[config.mk]
export PLATFORM = sky130hd
export DESIGN_NAME = mac_rx_parser
export DESIGN_NICKNAME = d
export VERILOG_FILES = /design/src/rtl/mac_rx_parser.sv
export SDC_FILE = /design/constraint.sdc
export NUM_CORES = 1
export LEC_CHECK = 0
export BUFFER_PORTS_ARGS = -buffer_cell sky130_fd_sc_hd__buf_2
export CAP_MARGIN = 0
export CORE_ASPECT_RATIO = 0.75
export CORE_MARGIN = 4
export CORE_UTILIZATION = 51
export CTS_CLUSTER_DIAMETER = 50
export DETAILED_ROUTE_END_ITERATION = 6
export PLACE_DENSITY = 0.77
export SLEW_MARGIN = 20
export SYNTH_ARGS = -nofsm -noshare
export SYNTH_HDL_FRONTEND = slang
export SYNTH_SLANG_ARGS = --single-unit
[constraint.sdc]
create_clock -name i_clk -period 1.9 [get_ports i_clk]
set_clock_uncertainty 0.05 [all_clocks]
set_input_delay 0.19 -clock i_clk [delete_from_list [all_inputs] [get_ports i_clk]]
set_output_delay 0.19 -clock i_clk [all_outputs]
set_load 0.1 [all_outputs]
[src/rtl/mac_rx_parser.sv]
`default_nettype none
// ============================================================================
// mac_rx_parser : strips preamble/SFD, filters on dest MAC and forwards the
// payload with the FCS removed. Optional CRC-32 check: MAC_RX_CRC_CHECK_EN.
// Rev 1.0
// ============================================================================
module mac_rx_parser #(
  parameter int P_MIN_PREAMBLE = 1,
  parameter int P_MAX_LEN      = 1518
) (
  input  logic        i_clk,
  input  logic        i_rst_n,
  input  logic [47:0] i_local_mac,
  input  logic [7:0]  i_GMII_data,
  input  logic        i_GMII_valid,
  output logic [47:0] o_src_mac,
  output logic [15:0] o_type,
  output logic [7:0]  o_data,
  output logic        o_valid,
  output logic        o_last,
  output logic        o_frame_done,
  output logic        o_frame_err
);

  typedef enum logic [2:0] {
    S_IDLE = 3'd0,
    S_PRE  = 3'd1,
    S_HDR  = 3'd2,
    S_PAY  = 3'd3,
    S_DROP = 3'd4
  } state_t;

  localparam logic [47:0] C_BCAST   = 48'hFFFF_FFFF_FFFF;
  localparam logic [10:0] C_MAX_CNT = 11'(P_MAX_LEN);

  state_t      state_q, state_d;
  logic [2:0]  pre_cnt_q, pre_cnt_d;
  logic [10:0] byte_cnt_q, byte_cnt_d;
  logic [2:0]  pay_cnt_q, pay_cnt_d;
  logic [55:0] hdr_q, hdr_d;
  logic [39:0] dly_q, dly_d;
  logic [47:0] src_mac_q, src_mac_d;
  logic [15:0] type_q, type_d;
  logic [7:0]  data_q, data_d;
  logic        valid_q, valid_d;
  logic        last_q, last_d;
  logic        done_q, done_d;
  logic        err_q, err_d;
  logic        crc_bad;
  logic [63:0] hdr_shift;
  logic        dest_ok;

  assign hdr_shift = {hdr_q, i_GMII_data};
  assign dest_ok   = (hdr_shift[47:0] == i_local_mac) || (hdr_shift[47:0] == C_BCAST);

`ifdef MAC_RX_CRC_CHECK_EN
  logic [31:0] crc_q, crc_d;

  function automatic logic [31:0] crc_byte(input logic [31:0] crc, input logic [7:0] b);
    logic [31:0] c;
    c = crc;
    for (int i = 0; i < 8; i++)
      c = (c[0] ^ b[i]) ? ((c >> 1) ^ 32'hEDB8_8320) : (c >> 1);
    return c;
  endfunction

  // Seeded on every preamble byte so it is fresh when the SFD arrives.
  always_comb begin
    crc_d = crc_q;
    if (i_GMII_valid && state_q == S_PRE)
      crc_d = 32'hFFFF_FFFF;
    else if (i_GMII_valid && (state_q == S_HDR || state_q == S_PAY))
      crc_d = crc_byte(crc_q, i_GMII_data);
  end

  always_ff @(posedge i_clk or negedge i_rst_n) begin
    if (!i_rst_n) crc_q <= '0;
    else          crc_q <= crc_d;
  end

  assign crc_bad = (crc_q != 32'hDEBB_20E3);
`else
  assign crc_bad = 1'b0;
`endif

  always_comb begin
    state_d    = state_q;
    pre_cnt_d  = pre_cnt_q;
    byte_cnt_d = byte_cnt_q;
    pay_cnt_d  = pay_cnt_q;
    hdr_d      = hdr_q;
    dly_d      = dly_q;
    src_mac_d  = src_mac_q;
    type_d     = type_q;
    data_d     = data_q;
    valid_d    = 1'b0;
    last_d     = 1'b0;
    done_d     = 1'b0;
    err_d      = 1'b0;
    case (state_q)
      S_IDLE: begin
        if (i_GMII_valid) begin
          if (i_GMII_data == 8'h55) begin
            pre_cnt_d = 3'd1;
            state_d   = S_PRE;
          end else begin
            state_d = S_DROP;
          end
        end
      end
      S_PRE: begin
        if (!i_GMII_valid) begin
          state_d = S_IDLE;
        end else if (i_GMII_data == 8'h55) begin
          pre_cnt_d = (pre_cnt_q == 3'd7) ? 3'd7 : pre_cnt_q + 3'd1;
        end else if (i_GMII_data == 8'hD5 && int'(pre_cnt_q) >= P_MIN_PREAMBLE) begin
          byte_cnt_d = '0;
          pay_cnt_d  = '0;
          state_d    = S_HDR;
        end else begin
          state_d = S_DROP;
        end
      end
      S_HDR: begin
        if (!i_GMII_valid) begin
          state_d = S_IDLE;
        end else begin
          byte_cnt_d = byte_cnt_q + 11'd1;
          hdr_d      = hdr_shift[55:0];
          if (byte_cnt_q == 11'd5 && !dest_ok) begin
            state_d = S_DROP;
          end else if (byte_cnt_q == 11'd13) begin
            src_mac_d = hdr_shift[63:16];
            type_d    = hdr_shift[15:0];
            state_d   = S_PAY;
          end
        end
      end
      S_PAY: begin
        if (!i_GMII_valid) begin
          // Oldest delay-line byte is the last payload byte; the other four are FCS.
          done_d  = 1'b1;
          state_d = S_IDLE;
          if (pay_cnt_q == 3'd5) begin
            valid_d = 1'b1;
            last_d  = 1'b1;
            data_d  = dly_q[39:32];
            err_d   = crc_bad;
          end else begin
            err_d = 1'b1;
          end
        end else if (byte_cnt_q == C_MAX_CNT) begin
          done_d  = 1'b1;
          err_d   = 1'b1;
          state_d = S_DROP;
        end else begin
          byte_cnt_d = byte_cnt_q + 11'd1;
          dly_d      = {dly_q[31:0], i_GMII_data};
          if (pay_cnt_q == 3'd5) begin
            valid_d = 1'b1;
            data_d  = dly_q[39:32];
          end else begin
            pay_cnt_d = pay_cnt_q + 3'd1;
          end
        end
      end
      S_DROP: begin
        if (!i_GMII_valid) state_d = S_IDLE;
      end
      default: state_d = S_IDLE;
    endcase
  end

  always_ff @(posedge i_clk or negedge i_rst_n) begin
    if (!i_rst_n) begin
      state_q    <= S_IDLE;
      pre_cnt_q  <= '0;
      byte_cnt_q <= '0;
      pay_cnt_q  <= '0;
      hdr_q      <= '0;
      dly_q      <= '0;
      src_mac_q  <= '0;
      type_q     <= '0;
      data_q     <= '0;
      valid_q    <= 1'b0;
      last_q     <= 1'b0;
      done_q     <= 1'b0;
      err_q      <= 1'b0;
    end else begin
      state_q    <= state_d;
      pre_cnt_q  <= pre_cnt_d;
      byte_cnt_q <= byte_cnt_d;
      pay_cnt_q  <= pay_cnt_d;
      hdr_q      <= hdr_d;
      dly_q      <= dly_d;
      src_mac_q  <= src_mac_d;
      type_q     <= type_d;
      data_q     <= data_d;
      valid_q    <= valid_d;
      last_q     <= last_d;
      done_q     <= done_d;
      err_q      <= err_d;
    end
  end

  assign o_src_mac    = src_mac_q;
  assign o_type       = type_q;
  assign o_data       = data_q;
  assign o_valid      = valid_q;
  assign o_last       = last_q;
  assign o_frame_done = done_q;
  assign o_frame_err  = err_q;

endmodule
`default_nettype wire

==> results.rst <==
.. list-table::
   :header-rows: 1

   * - Metric
     - Value
   * - Run status
     - complete, but fails checks
   * - Violated checks
     - negative setup slack
   * - Number of cells on the worst reg-to-reg path
     - 8
   * - Synthesized-area fraction occupied by adder cells
     - 1.05%
   * - Power density over the cells
     - 701 nW/um^2
   * - Count of synthesis-stage warnings from yosys
     - 0
   * - Worst EP required
     - approximately 2.2 ns
   * - Most Used Layer, Global Route
     - met2
   * - Number of synthesized flops with an enable pin
     - 0
   * - Synthesized instance count
     - between 600 and 700
   * - First-pass iteration count of the detailed router
     - 5
   * - Placement Cell Area
     - 9920 sq um
   * - Post-Layout Inst Area
     - between 10000 and 15000 sq um
   * - Final max-slew violation count
     - 0
   * - Rows
     - 40
   * - Number of maximum-capacitance violations
     - 0
   * - Proportion of synthesized area in mux cells
     - between 20% and 30%
   * - Routing usage on met2
     - about 37%
   * - Worst hold-check path type
     - in2reg
   * - Main area contributors after synthesis
     - sky130_fd_sc_hd__dfrtp_1 57%, sky130_fd_sc_hd__mux2_2 17%, sky130_fd_sc_hd__mux2_1 5.4%
   * - Number of library cell types mapped by synthesis
     - 49
   * - Via density per instance
     - roughly 5.7
   * - Main combinational cell family by area after synthesis
     - multiplexers
   * - Most used flip-flop cell after synthesis
     - sky130_fd_sc_hd__dfrtp_1
   * - M1 GR Usage
     - a little over a third
   * - Leakage dissipation
     - between 0.005 and 0.006 uW
   * - Met3 GRT Util
     - 5.52%
   * - Clock buffers created by TritonCTS
     - 17
   * - Xor/xnor share of the synthesized area
     - about 5.0%
   * - CP endpoint
     - byte_cnt_q[6]$_DFFE_PN0P_
   * - Antenna violations before repair
     - 0
   * - IO Pins
     - ~140
   * - Flop-to-flop setup slack
     - -0.16 ns
   * - Share of flip-flops with an asynchronous set or reset
     - 100%
   * - Unrepaired setup endpoints after global routing
     - yes
   * - Synth Area in Compound Gates
     - between 4 and 5%
   * - Worst-case headroom to the max-slew limit
     - roughly 60%
   * - Final WS setup
     - -0.157 ns
   * - Netlist area before placement
     - around 8400 sq um
   * - Layout Nets
     - around 900
   * - Via count of the first global-routing pass
     - approximately 6500
   * - Final ANT Viol Nets
     - 0
   * - Clk sinks
     - around 190
   * - Area of the core region
     - roughly 16000 sq um
   * - Endpoint of the worst-slack reg-to-reg timing path
     - byte_cnt_q[6]$_DFFE_PN0P_
   * - Clock slew at reported path FFs
     - 0.07 ns
   * - Tot GR Track Use
     - approximately a quarter
   * - Tightest Pin Transition
     - about 0.59 ns
   * - X dimension of the die
     - roughly 160 um
   * - Number of flip-flops and latches in the synthesized netlist
     - 192
   * - Leading cell type in the layout, fill and taps excluded
     - sky130_fd_sc_hd__dfrtp_1
   * - Count of H-tree levels built during CTS
     - 4
   * - Worst reg2reg path startpoint
     - pre_cnt_q[1]$_DFFE_PN0P_
   * - Root buf cell
     - sky130_fd_sc_hd__clkbuf_16
   * - Drt drc
     - 0
   * - Number of port buffers
     - ~130
   * - Area fraction in and, or, nand and nor cells after synthesis
     - between 7 and 8%
   * - Yosys top cell by area
     - sky130_fd_sc_hd__dfrtp_1
   * - Number of nets produced by synthesis
     - roughly 670
   * - Largest net degree at the start of global routing
     - 57
   * - Initial DRC count
     - around 420
   * - Bufs on Longest Clock Path
     - 2
   * - Overall die height
     - around 120 um
   * - F_max
     - around 490 MHz
   * - Highest-count cells in the layout ignoring fill and taps
     - 192 x sky130_fd_sc_hd__dfrtp_1, 133 x sky130_fd_sc_hd__buf_2, 122 x sky130_fd_sc_hd__mux2_2
   * - Highest ir drop seen on vdd
     - roughly 0.55 mV
   * - Final HPWL DP
     - about 15000 um
   * - Starting Density
     - roughly 52%
   * - Number of setup violations in the final report
     - 128
   * - Area fraction of the dominant cell type after synthesis
     - about 57%
   * - TritonCTS clock tree
     - done
   * - Total via count in the routed design
     - between 6000 and 7000
   * - Insertion delay to the later sink of the worst-skew pair
     - roughly 0.44 ns
   * - Crit path DAT
     - ~2.4 ns
   * - Sequential fraction of the synthesis area
     - 57.4%
   * - Layout cell share with drive strength beyond 1
     - ~55%
   * - CP startpoint
     - pre_cnt_q[1]$_DFFE_PN0P_
   * - Crit path time final
     - about 2.1 ns
   * - Maximum fanout encountered on the critical timing path
     - 6
   * - Overflow left after global routing
     - 0
   * - Post-route clock period utilization
     - 108%
   * - Kind of end point of the critical path
     - flip-flop
   * - Antenna fix cells
     - 0
   * - Hold violation total from the final report
     - 0
   * - Post-synthesis average cell area
     - between 10 and 15 sq um
   * - Total length of routed wires
     - about 23000 um
   * - Average routed wire per standard cell
     - between 20 and 25 um
   * - Pre-CTS WS
     - -0.387 ns
   * - Weighted congestion at the end of routability-driven global placement
     - 0.878
   * - Wire length of the first global-routing pass
     - between 30000 and 40000 um
   * - Critical Path Source Type
     - flip-flop
   * - Setup Crit Path Kind
     - reg2reg
   * - Full die area
     - approximately 19000 sq um
   * - Area added between synthesis and finish
     - 35.1%
[worst min-delay path by stage]
stage                 start                         to  slack, ns  cells past startpoint
4_1_cts        i_GMII_valid           o_last$_DFF_PN0_       0.07                      3
3_3_place_gp        i_rst_n           o_last$_DFF_PN0_       0.14                      1
5_1_grt        i_GMII_valid           o_last$_DFF_PN0_       0.09                      3
2_1_floorplan       i_rst_n  byte_cnt_q[0]$_DFFE_PN0P_      -0.16                      0
3_5_place_dp        i_rst_n   pay_cnt_q[0]$_DFFE_PN0P_       0.15                      1
6_report       i_GMII_valid           o_last$_DFF_PN0_       0.09                      3
[critical path, cell delays in order (launching register included)]
cell	delay [ns]
sky130_fd_sc_hd__dfrtp_1	0.40
sky130_fd_sc_hd__inv_2	0.07
sky130_fd_sc_hd__ha_4	0.15
sky130_fd_sc_hd__or4_4	0.48
sky130_fd_sc_hd__and4_4	0.21
sky130_fd_sc_hd__a22oi_2	0.20
sky130_fd_sc_hd__buf_6	0.19
sky130_fd_sc_hd__nor3_1	0.07
sky130_fd_sc_hd__o22ai_1	0.16
[final cells by class]
class                      count  area, sq um
clock buffer                  19          433
clock inverter                12          125
fill                        1013         4770
inverter                       8         30.0
multi-input combinational    381         3780
sequential                   192         4800
tap                          210          263
timing repair buffer         251         1860
[power breakdown]
group	total, uW	internal (uW)	switching [uW]
Clock	3470	1840	1630
Sequential	4100	4090	5.58
Combinational	364	136	228
Total	7930	6060	1860
[routing by layer]
| layer | share of wire, % | vias to the layer above |
|---|---|---|
| met1 | 44 | 3124 |
| met2 | 47 | 244 |
| met4 | 1.5 | 0 |
| met5 | 0 | - |
| li1 | - | 2712 |
| met3 | 7.1 | 33 |
[cell usage after synthesis, types with 6 or more instances]
cell type / count
sky130_fd_sc_hd__dfrtp_1: 192
sky130_fd_sc_hd__mux2_2: 128
sky130_fd_sc_hd__xor2_1: 48
sky130_fd_sc_hd__mux2_1: 40
sky130_fd_sc_hd__nand4_1: 19
sky130_fd_sc_hd__nor4_1: 16
sky130_fd_sc_hd__buf_2: 15
sky130_fd_sc_hd__o31ai_1: 12
sky130_fd_sc_hd__nand2_1: 11
sky130_fd_sc_hd__nor2_1: 11
sky130_fd_sc_hd__nand3_1: 10
sky130_fd_sc_hd__a21oi_1: 8
sky130_fd_sc_hd__inv_1: 8
sky130_fd_sc_hd__o21ai_0: 8
sky130_fd_sc_hd__and3_1: 7
sky130_fd_sc_hd__ha_1: 7
sky130_fd_sc_hd__nor3_1: 6
[cell families (layout without fill, tap and decap cells)]
logic type / after synthesis / count (layout)
AO/OA/AOI/OAI: 50 / 50
XOR/XNOR: 48 / 48
adder cells (fa/ha/maj): 7 / 7
buffers and inverters: 36 / 290
flip-flops: 192 / 192
multiplexers: 169 / 169
AND/OR/NAND/NOR: 103 / 107
[through the flow]
step	hold WS (ns)	setup TNS, ns	std cells	total power (uW)	util [%]
after global placement	0.139	-21.91	1010	4500	61.8
after detailed placement	0.148	-26.88	1010	4510	61.8
final	0.0939	-13.46	1073	7930	70.3
after global routing	0.0875	-21.09	1073	8160	70.3
after floorplan	-0.156	-0.00677	605	4260	-
after CTS	0.0653	-2.94	1063	7960	68.3
[flip-flops by register name (all words and copies together) (netlist names), 8 cells and up]
signal / count
o_src_mac: 48
o_data: 8
byte_cnt_q: 11
dly_q: 40
o_type: 16
hdr_q: 56
[timing repair]
action | in CTS | in global routing
hold buffers | 1 | 0
endpoints found under the hold margin | 46 | 0
endpoints found under the setup margin | 182 | 184
setup buffers | 12 | 5
cloned | 9 | 5
pin swaps | 12 | 7
gates resized for setup | 68 | 36
Power figures use the tool's default switching activity.
